File: config.mk
export PLATFORM = sky130hd
export DESIGN_NAME = syn_fifo_gen
export DESIGN_NICKNAME = d
export VERILOG_FILES = /design/src/rtl/syn_fifo_pkg.sv /design/src/rtl/fifo_ram.sv /design/src/rtl/syn_fifo_gen.sv
export SDC_FILE = /design/constraint.sdc
export NUM_CORES = 1
export LEC_CHECK = 0
export ABC_AREA = 1
export BUFFER_PORTS_ARGS = -buffer_cell sky130_fd_sc_hd__buf_2
export CORE_ASPECT_RATIO = 1.2
export CORE_MARGIN = 5
export CORE_UTILIZATION = 55
export CTS_CLUSTER_DIAMETER = 50
export CTS_CLUSTER_SIZE = 14
export DETAILED_ROUTE_END_ITERATION = 12
export PLACE_DENSITY = 0.81
export SKIP_LAST_GASP = 1
export SLEW_MARGIN = 20
export SYNTH_ARGS = -nofsm -noshare
export SYNTH_HDL_FRONTEND = slang
export SYNTH_SLANG_ARGS = --single-unit
File: constraint.sdc
create_clock -name clk -period 1.9 [get_ports clk]
set_input_delay 0.19 -clock clk [delete_from_list [all_inputs] [get_ports clk]]
set_output_delay 0.19 -clock clk [all_outputs]
set_load 0.02 [all_outputs]
File: src/rtl/syn_fifo_pkg.sv
// Shared constants and elaboration helpers for the parametrised synchronous FIFO.
package syn_fifo_pkg;

   localparam int FIFO_STD  = 0;
   localparam int FIFO_FWFT = 1;

   function automatic int ptr_w(input int depth);
      return $clog2(depth);
   endfunction

   function automatic int cnt_w(input int depth);
      return $clog2(depth) + 1;
   endfunction

   function automatic bit params_ok(input int data_w, input int depth, input int fwft,
                                    input int af_thresh, input int ae_thresh);
      return (data_w >= 1) && (depth >= 4) && ((depth & (depth - 1)) == 0) &&
             ((fwft == FIFO_STD) || (fwft == FIFO_FWFT)) &&
             (af_thresh >= 1) && (af_thresh <= depth - 1) &&
             (ae_thresh >= 1) && (ae_thresh <= depth - 1);
   endfunction

endpackage

File: src/rtl/fifo_ram.sv
// Simple dual-port storage array: synchronous write, read port registered or
// combinational depending on the read mode.
module fifo_ram
   import syn_fifo_pkg::*;
#(
   parameter int DATA_W = 8,
   parameter int DEPTH  = 16,
   parameter int FWFT   = FIFO_STD
) (
   input  logic                     clk,
   input  logic                     rst,
   input  logic                     wr_en_i,
   input  logic [ptr_w(DEPTH)-1:0]  wr_addr_i,
   input  logic [DATA_W-1:0]        wr_data_i,
   input  logic                     rd_en_i,
   input  logic [ptr_w(DEPTH)-1:0]  rd_addr_i,
   output logic [DATA_W-1:0]        rd_data_o
);

   logic [DATA_W-1:0] mem_q [DEPTH];

   // Storage is deliberately left out of reset so it can map onto plain RAM.
   always_ff @(posedge clk) begin
      if (wr_en_i) begin
         mem_q[wr_addr_i] <= wr_data_i;
      end
   end

   if (FWFT == FIFO_FWFT) begin : g_fwft
      logic unused_rd_ctrl;
      assign unused_rd_ctrl = rst ^ rd_en_i;
      assign rd_data_o      = mem_q[rd_addr_i];
   end else begin : g_std
      logic [DATA_W-1:0] rd_q;
      always_ff @(posedge clk or posedge rst) begin
         if (rst) begin
            rd_q <= '0;
         end else if (rd_en_i) begin
            rd_q <= mem_q[rd_addr_i];
         end
      end
      assign rd_data_o = rd_q;
   end

endmodule

File: src/rtl/syn_fifo_gen.sv
// Parametrised single-clock FIFO: pointers, occupancy, registered flags and
// overflow/underflow pulses around a fifo_ram storage array.
module syn_fifo_gen
   import syn_fifo_pkg::*;
#(
   parameter int DATA_W    = 8,
   parameter int DEPTH     = 16,
   parameter int FWFT      = FIFO_STD,
   parameter int AF_THRESH = DEPTH - 2,
   parameter int AE_THRESH = 2
) (
   input  logic                     clk,
   input  logic                     srst,
   input  logic [DATA_W-1:0]        din,
   input  logic                     wr_en,
   input  logic                     rd_en,
   output logic [DATA_W-1:0]        dout,
   output logic                     full,
   output logic                     empty,
   output logic                     almost_full,
   output logic                     almost_empty,
   output logic [cnt_w(DEPTH)-1:0]  data_count,
   output logic                     overflow,
   output logic                     underflow
);

   localparam int PW = ptr_w(DEPTH);
   localparam int CW = cnt_w(DEPTH);

   if (!params_ok(DATA_W, DEPTH, FWFT, AF_THRESH, AE_THRESH)) begin : g_param_err
      $error("syn_fifo_gen: illegal parameter combination");
   end

   logic [PW-1:0] wr_ptr_q, wr_ptr_d, rd_ptr_q, rd_ptr_d;
   logic [CW-1:0] count_q, count_d;
   logic          full_q, empty_q, af_q, ae_q, ovf_q, unf_q;
   logic          wr_acc, rd_acc;

   // Acceptance uses the registered flags, so rd_en/wr_en never reach a flag combinationally.
   assign wr_acc = wr_en && !full_q;
   assign rd_acc = rd_en && !empty_q;

   always_comb begin
      wr_ptr_d = wr_ptr_q;
      rd_ptr_d = rd_ptr_q;
      count_d  = count_q;
      if (wr_acc) wr_ptr_d = wr_ptr_q + PW'(1);
      if (rd_acc) rd_ptr_d = rd_ptr_q + PW'(1);
      case ({wr_acc, rd_acc})
         2'b10:   count_d = count_q + CW'(1);
         2'b01:   count_d = count_q - CW'(1);
         default: count_d = count_q;
      endcase
   end

   always_ff @(posedge clk or posedge srst) begin
      if (srst) begin
         wr_ptr_q <= '0;
         rd_ptr_q <= '0;
         count_q  <= '0;
         full_q   <= 1'b0;
         empty_q  <= 1'b1;
         af_q     <= 1'b0;
         ae_q     <= 1'b1;
         ovf_q    <= 1'b0;
         unf_q    <= 1'b0;
      end else begin
         wr_ptr_q <= wr_ptr_d;
         rd_ptr_q <= rd_ptr_d;
         count_q  <= count_d;
         full_q   <= (count_d == CW'(DEPTH));
         empty_q  <= (count_d == '0);
         af_q     <= (count_d >= CW'(AF_THRESH));
         ae_q     <= (count_d <= CW'(AE_THRESH));
         ovf_q    <= wr_en && full_q;
         unf_q    <= rd_en && empty_q;
      end
   end

   fifo_ram #(
      .DATA_W (DATA_W),
      .DEPTH  (DEPTH),
      .FWFT   (FWFT)
   ) u_ram (
      .clk       (clk),
      .rst       (srst),
      .wr_en_i   (wr_acc),
      .wr_addr_i (wr_ptr_q),
      .wr_data_i (din),
      .rd_en_i   (rd_acc),
      .rd_addr_i (rd_ptr_q),
      .rd_data_o (dout)
   );

   assign full         = full_q;
   assign empty        = empty_q;
   assign almost_full  = af_q;
   assign almost_empty = ae_q;
   assign data_count   = count_q;
   assign overflow     = ovf_q;
   assign underflow    = unf_q;

endmodule

# After elaboration in Yosys (flattened, before gate mapping)
# Memory sizes are Yosys's and may differ from the RTL's. A register that Yosys moved wholly into a read port is not among the register bits.
# Index checks and enable logic that the tools add are counted.
# Widths: inputs -> output; s select.
[word_totals]
register_bits = 19
mem_bits_rw = 128
input_bits = 12
out_inout_bits = 19
wordCells = 29
n_memories = 1
[op_classes]
add_sub_neg = 4
n_lt_le_gt_ge = 2
eq_ne = 3
muxes = 3
reduce_logical = 7
[mem_list]
columns = ["name", "depth", "width", "read_ports", "rd_ports_with_merged_regs", "wr", "line", "source"]
rows = [
  ["u_ram.mem_q", 16, 8, 1, 1, 1, "fifo_ram.sv:20", "logic [DATA_W-1:0] mem_q [DEPTH];"],
]
[ops]
columns = ["op", "n"]
rows = [
  ["$pmux 5 s2", 1],
  ["$add 4x1->4 const B", 2],
  ["$add 5x1->5 const B", 1],
  ["$eq 5x5->1 const B", 1],
  ["$ge 5x4->1 const B", 1],
  ["$le 5x2->1 const B", 1],
  ["$logic_not 5->1", 1],
  ["$sub 5x1->5 const B", 1],
  ["$logic_and 1x1->1", 4],
  ["$eq 2x1->1 const B", 1],
  ["$eq 2x2->1 const B", 1],
  ["$logic_not 1->1", 2],
  ["$mux 1", 2],
]

# Depth between registers and ports, before layout
[depth]
ltp_word = 5
depth_mapped = 15
ltp_nobuf = 15

# Hierarchy
# From an unflattened synthesis, not the netlist that was laid out.
[unflattened]
cells_unflattened = 598
hier_area_um2 = 6635.1
[modules_own_cells]
columns = ["mod", "instances", "cells_each", "area_per_inst_um2", "seq_area_each_um2"]
rows = [
  ["fifo_ram", 1, 482, 5595.4, 4043.9],
  ["syn_fifo_gen", 1, 116, 1039.7, 478.0],
]

# Worst setup path before layout
# No wires, ideal clock.
[synth_path]
path_type = "flip-flop to flip-flop"
startpoint = "register empty_q (netlist: empty)"
endpoint = "register full_q (netlist: full)"
setup_time_ns = 0.071
arrival_ns = 1.870
required_time_ns = 1.829
setup_slack_ns = -0.041
stages_incl_launch_ff = 10
period_less_slack_ns = 1.941
path_cell_list = "dfstp_2 > nor2_8 > buf_2 > ha_1 > clkbuf_2 > xor2_1 > nand2_1 > nor2_2 > nand3_1 > nor2_1"
[synth_between]
elab_chain_cells = 5
word_cells_on_any_way = 6
cone_classes = "eq/ne (3); mux (1); reduce/logical (2)"
[synth_rtl]
columns = ["item", "line", "source"]
rows = [
  ["start: declaration", "syn_fifo_gen.sv:36", "logic full_q, empty_q, af_q, ae_q, ovf_q, unf_q;"],
  ["start signal: assignment", "syn_fifo_gen.sv:72", "empty_q <= (count_d == '0);"],
  ["$logic_not 1->1 (*)", "syn_fifo_gen.sv:41", "assign rd_acc = rd_en && !empty_q;"],
  ["$logic_and 1x1->1 (*)", "syn_fifo_gen.sv:41", ""],
  ["$eq 2x1->1 / $eq 2x2->1 (equally long branches)", "syn_fifo_gen.sv:49", "case ({wr_acc, rd_acc})"],
  ["$pmux 5 s2 (*)", "syn_fifo_gen.sv:49", ""],
  ["$eq 5x5->1 (*)", "syn_fifo_gen.sv:71", "full_q <= (count_d == CW'(DEPTH));"],
  ["end signal: assignment", "syn_fifo_gen.sv:71", ""],
  ["end: declaration", "syn_fifo_gen.sv:36", ""],
]
# Every way passes the cells marked *; elsewhere a longest branch is shown, timed or not.
# A chain may end at the register's enable or synchronous reset.

# Worst setup path after layout
[layout_path]
startpoint = "register empty_q (netlist: empty)"
endpoint = "register empty_q (netlist: empty)"
[layout_between]
elab_chain_cells = 5
word_cells_on_any_way = 6
cone_classes = "eq/ne (2); mux (1); reduce/logical (3)"
[layout_rtl]
columns = ["item", "line", "source"]
rows = [
  ["$logic_not 1->1 (*)", "syn_fifo_gen.sv:41", ""],
  ["$logic_and 1x1->1 (*)", "syn_fifo_gen.sv:41", ""],
  ["$eq 2x1->1 / $eq 2x2->1 (equally long branches)", "syn_fifo_gen.sv:49", ""],
  ["$pmux 5 s2 (*)", "syn_fifo_gen.sv:49", ""],
  ["via count_d[2]", "syn_fifo_gen.sv:35", "logic [CW-1:0] count_q, count_d;"],
  ["$logic_not 5->1 (*)", "syn_fifo_gen.sv:72", ""],
]
# The timed path passes the listed nets; every way through them passes the cells marked *.

==> flow_summary.json <==
{
  "syn-num-nets": 540,
  "dieArea_um2": 13900,
  "clock-sinks": 155,
  "vdd_drop_max_mv": 1.02,
  "syn-cell-area_um2": 6410,
  "yosysTopAreaCell": "edfxtp_1",
  "period_minus_slack_ns": 1.87,
  "placed_area_um2": 6860,
  "crit_fanout": 5,
  "fillers": 808,
  "rows": 43,
  "grt_pass1_vias": 4254,
  "hold_violations": 0,
  "crit_chain": "nor2_8 > nand3b_1 > nand2_2 > ha_4 > inv_4 > nand2_4 > nand3b_1 > nand3_2 > nand2_4 > nor2_2 > nand3_2 > nor2_2",
  "relSlewSlack": 0.692,
  "critical_path_arrival_ns": 2.23,
  "stdcell_area_um2": 7620,
  "path_clk_slew_ns": 0.07,
  "finalMaxSlewViolations": 0,
  "p_leak_uw": 0.00294,
  "crit_required_ns": 2.25,
  "cts_tree": "yes",
  "core_um2": 11500,
  "track_usage": 0.219,
  "root_buffer": "clkbuf_16",
  "setup_violations": 0,
  "finalNetCount": 605,
  "mostFrequentLayoutCells": "edfxtp_1, nand2_1, nor2_1",
  "outcome": "complete, no violations",
  "drc": 0,
  "clk_latency_ns": 0.42,
  "ys_types": 31,
  "grt_pass1_wl_um": 22600,
  "final_common_cell": "edfxtp_1",
  "synth_fa_ha_area_frac": 0.0137,
  "drive_gt1_frac": 0.217,
  "drtIter0Drc": 483,
  "gp_congestion": 0.816,
  "grt_max_degree": 57,
  "p_per_area_nw_per_um2": 1610,
  "synth_top_family_by_area": "simple AND/OR/NAND/NOR gates",
  "synthSimpleGateAreaFrac": 0.131,
  "drv_cap": 0,
  "min_path_type": "primary input to register",
  "synthXorXnorAreaFrac": 0.0109,
  "vias": 4345,
  "power.total_uw": 12200,
  "slowest_delay_ns": 0.59,
  "worstMarginPinSlew_ns": 0.462,
  "die_h_um": 128,
  "cts_buffers": 17,
  "synth_area_leaders": "edfxtp_1, dfrtp_1, nand2_1",
  "ys_seq_area_frac": 0.706,
  "cts_max_path_buffers": 2,
  "ys_ff_latch": 155,
  "clock_skew_ns": 0.0108,
  "crit_family": "simple AND/OR/NAND/NOR gates",
  "fin_crit_sh": 0.985,
  "hpwlAfterDp_um": 8950,
  "antenna_left": 0,
  "numPortBuffers": 30,
  "critPathBufInv": 1,
  "htreeDepth": 4,
  "yosysWarnings": 0,
  "max_freq_mhz": 534,
  "initial_core_util": 0.557,
  "diodes": 0,
  "syn2layout_area_growth_pct": 18.9,
  "vias_per_cell": 5.75,
  "wl_um": 14700,
  "die_width_um": 109,
  "muxShareOfSynthArea": 0.00937,
  "drt-wirelength-per-cell_um": 19.4,
  "netlist_instances": 521,
  "syn-mean-instance-area_um2": 12.3,
  "criticalPathCategory": "register to register",
  "grt-ovfl-total": 0,
  "io_pins": 31,
  "antenna_found_initial": 0,
  "synth.top_cell.area_share": 0.600,
  "crit_path_end_kind": "register",
  "crit_slowest_cell": "dfstp_2",
  "synth-compound-area-share": 0.0916,
  "cp-start-kind": "register",
  "drt_pass1_iterations": 5
}
## sequential cells by signal, summed over array words and instances (netlist names)
signal / cells
u_ram.mem_q: 128
u_ram.rd_data_o: 8
rd_ptr_q: 4
almost_empty: 1
underflow: 1
almost_full: 1
data_count: 5
full: 1
wr_ptr_q: 4
empty: 1
overflow: 1
## layer usage
| metal | track usage | routed length (um) | up-vias |
|---|---|---|---|
| met4 | 0.0854 | 368 | 0 |
| met3 | 0.0514 | 949 | 30 |
| met5 | 0 | 0 | - |
| met2 | 0.378 | 7880 | 195 |
| li1 | - | - | 1978 |
| met1 | 0.264 | 5460 | 2142 |
## Yosys cell counts
master	instances
nor2_2	1
dfstp_2	2
o221ai_1	20
clkbuf_2	1
o22ai_1	3
nand3_2	5
nor3_1	1
clkbuf_1	6
nand3_1	20
o21ai_0	55
nand3b_1	3
nand2_2	5
dfrtp_1	25
buf_2	10
edfxtp_1	128
nand2_1	86
mux2i_1	6
buf_6	1
nor2_8	1
nand4_1	1
nor2_1	68
inv_2	3
clkinv_1	1
xor2_1	8
nand2_4	2
inv_1	24
a21oi_1	14
o211ai_1	3
buf_4	6
o21ai_1	5
ha_1	7
## where the power goes
group / leakage [uW] / total [uW] / internal (uW) / switching [uW]
clock network: 0.000287 / 3410 / 2130 / 1280
logic: 0.00117 / 4270 / 1430 / 2840
registers: 0.00148 / 4560 / 4250 / 313
## kinds of logic (layout without fill, tap and decap cells)
| logic type | after synthesis | in the layout |
|---|---|---|
| AND/OR/NAND/NOR | 193 | 193 |
| flip-flops | 155 | 155 |
| AO/OA/AOI/OAI | 100 | 100 |
| buffers and inverters | 52 | 130 |
| XOR/XNOR | 8 | 8 |
| adder cells (fa/ha/maj) | 7 | 7 |
| multiplexers | 6 | 6 |
## worst reg2reg max path, stage by stage, from the launching register on
cell and delay [ns]:
dfstp_2 0.59, nor2_8 0.07, nand3b_1 0.13, nand2_2 0.10
ha_4 0.17, inv_4 0.05, nand2_4 0.05, nand3b_1 0.19
nand3_2 0.11, nand2_4 0.07, nor2_2 0.09, nand3_2 0.09
nor2_2 0.10
## through the flow
step           TNS, ns  worst slack, ns  cells  hold slack [ns]   util
3_3_place_gp         0            0.122    713            0.266  0.596
2_1_floorplan        0           0.0137    521            0.241      -
5_1_grt         -0.138          -0.0450    756            0.157  0.662
4_1_cts              0          0.00150    748            0.138  0.651
6_report             0           0.0285    756            0.151  0.662
3_5_place_dp         0           0.0133    713            0.288  0.596
## worst paths after layout
check | from | to | slack, ns | cells after the start
worst max-delay path | empty | empty | 0.03 | 12
min in group asynchronous | srst | u_ram.rd_data_o[3] | 0.40 | 4
worst min register to register | u_ram.rd_data_o[2] | u_ram.rd_data_o[2] | 0.48 | 2
worst min-delay path | din[7] | u_ram.mem_q[11][7] | 0.15 | 1
max in group asynchronous | srst | almost_empty | 1.17 | 4
worst max register to register | empty | empty | 0.03 | 12
## what timing repair did
action                                  4_1_cts  5_1_grt
endpoints found under the setup margin        1        4
hold buffers                                  3        0
resized for setup                             1       18
pin swaps                                     0       14
endpoints found under the hold margin        27        0
buffers inserted                              0        8
## layout make-up
cell class              instances  area, um2  area share
flip-flops and latches        155       4520       0.594
multi-input cells             314       1720       0.225
repair buffers                 70        470      0.0618
clock buffers                  21        460      0.0604
well taps                     157        196      0.0258
clock inverters                11        144      0.0189
inverters                      28        108      0.0141
Power figures use the tool's default switching activity.
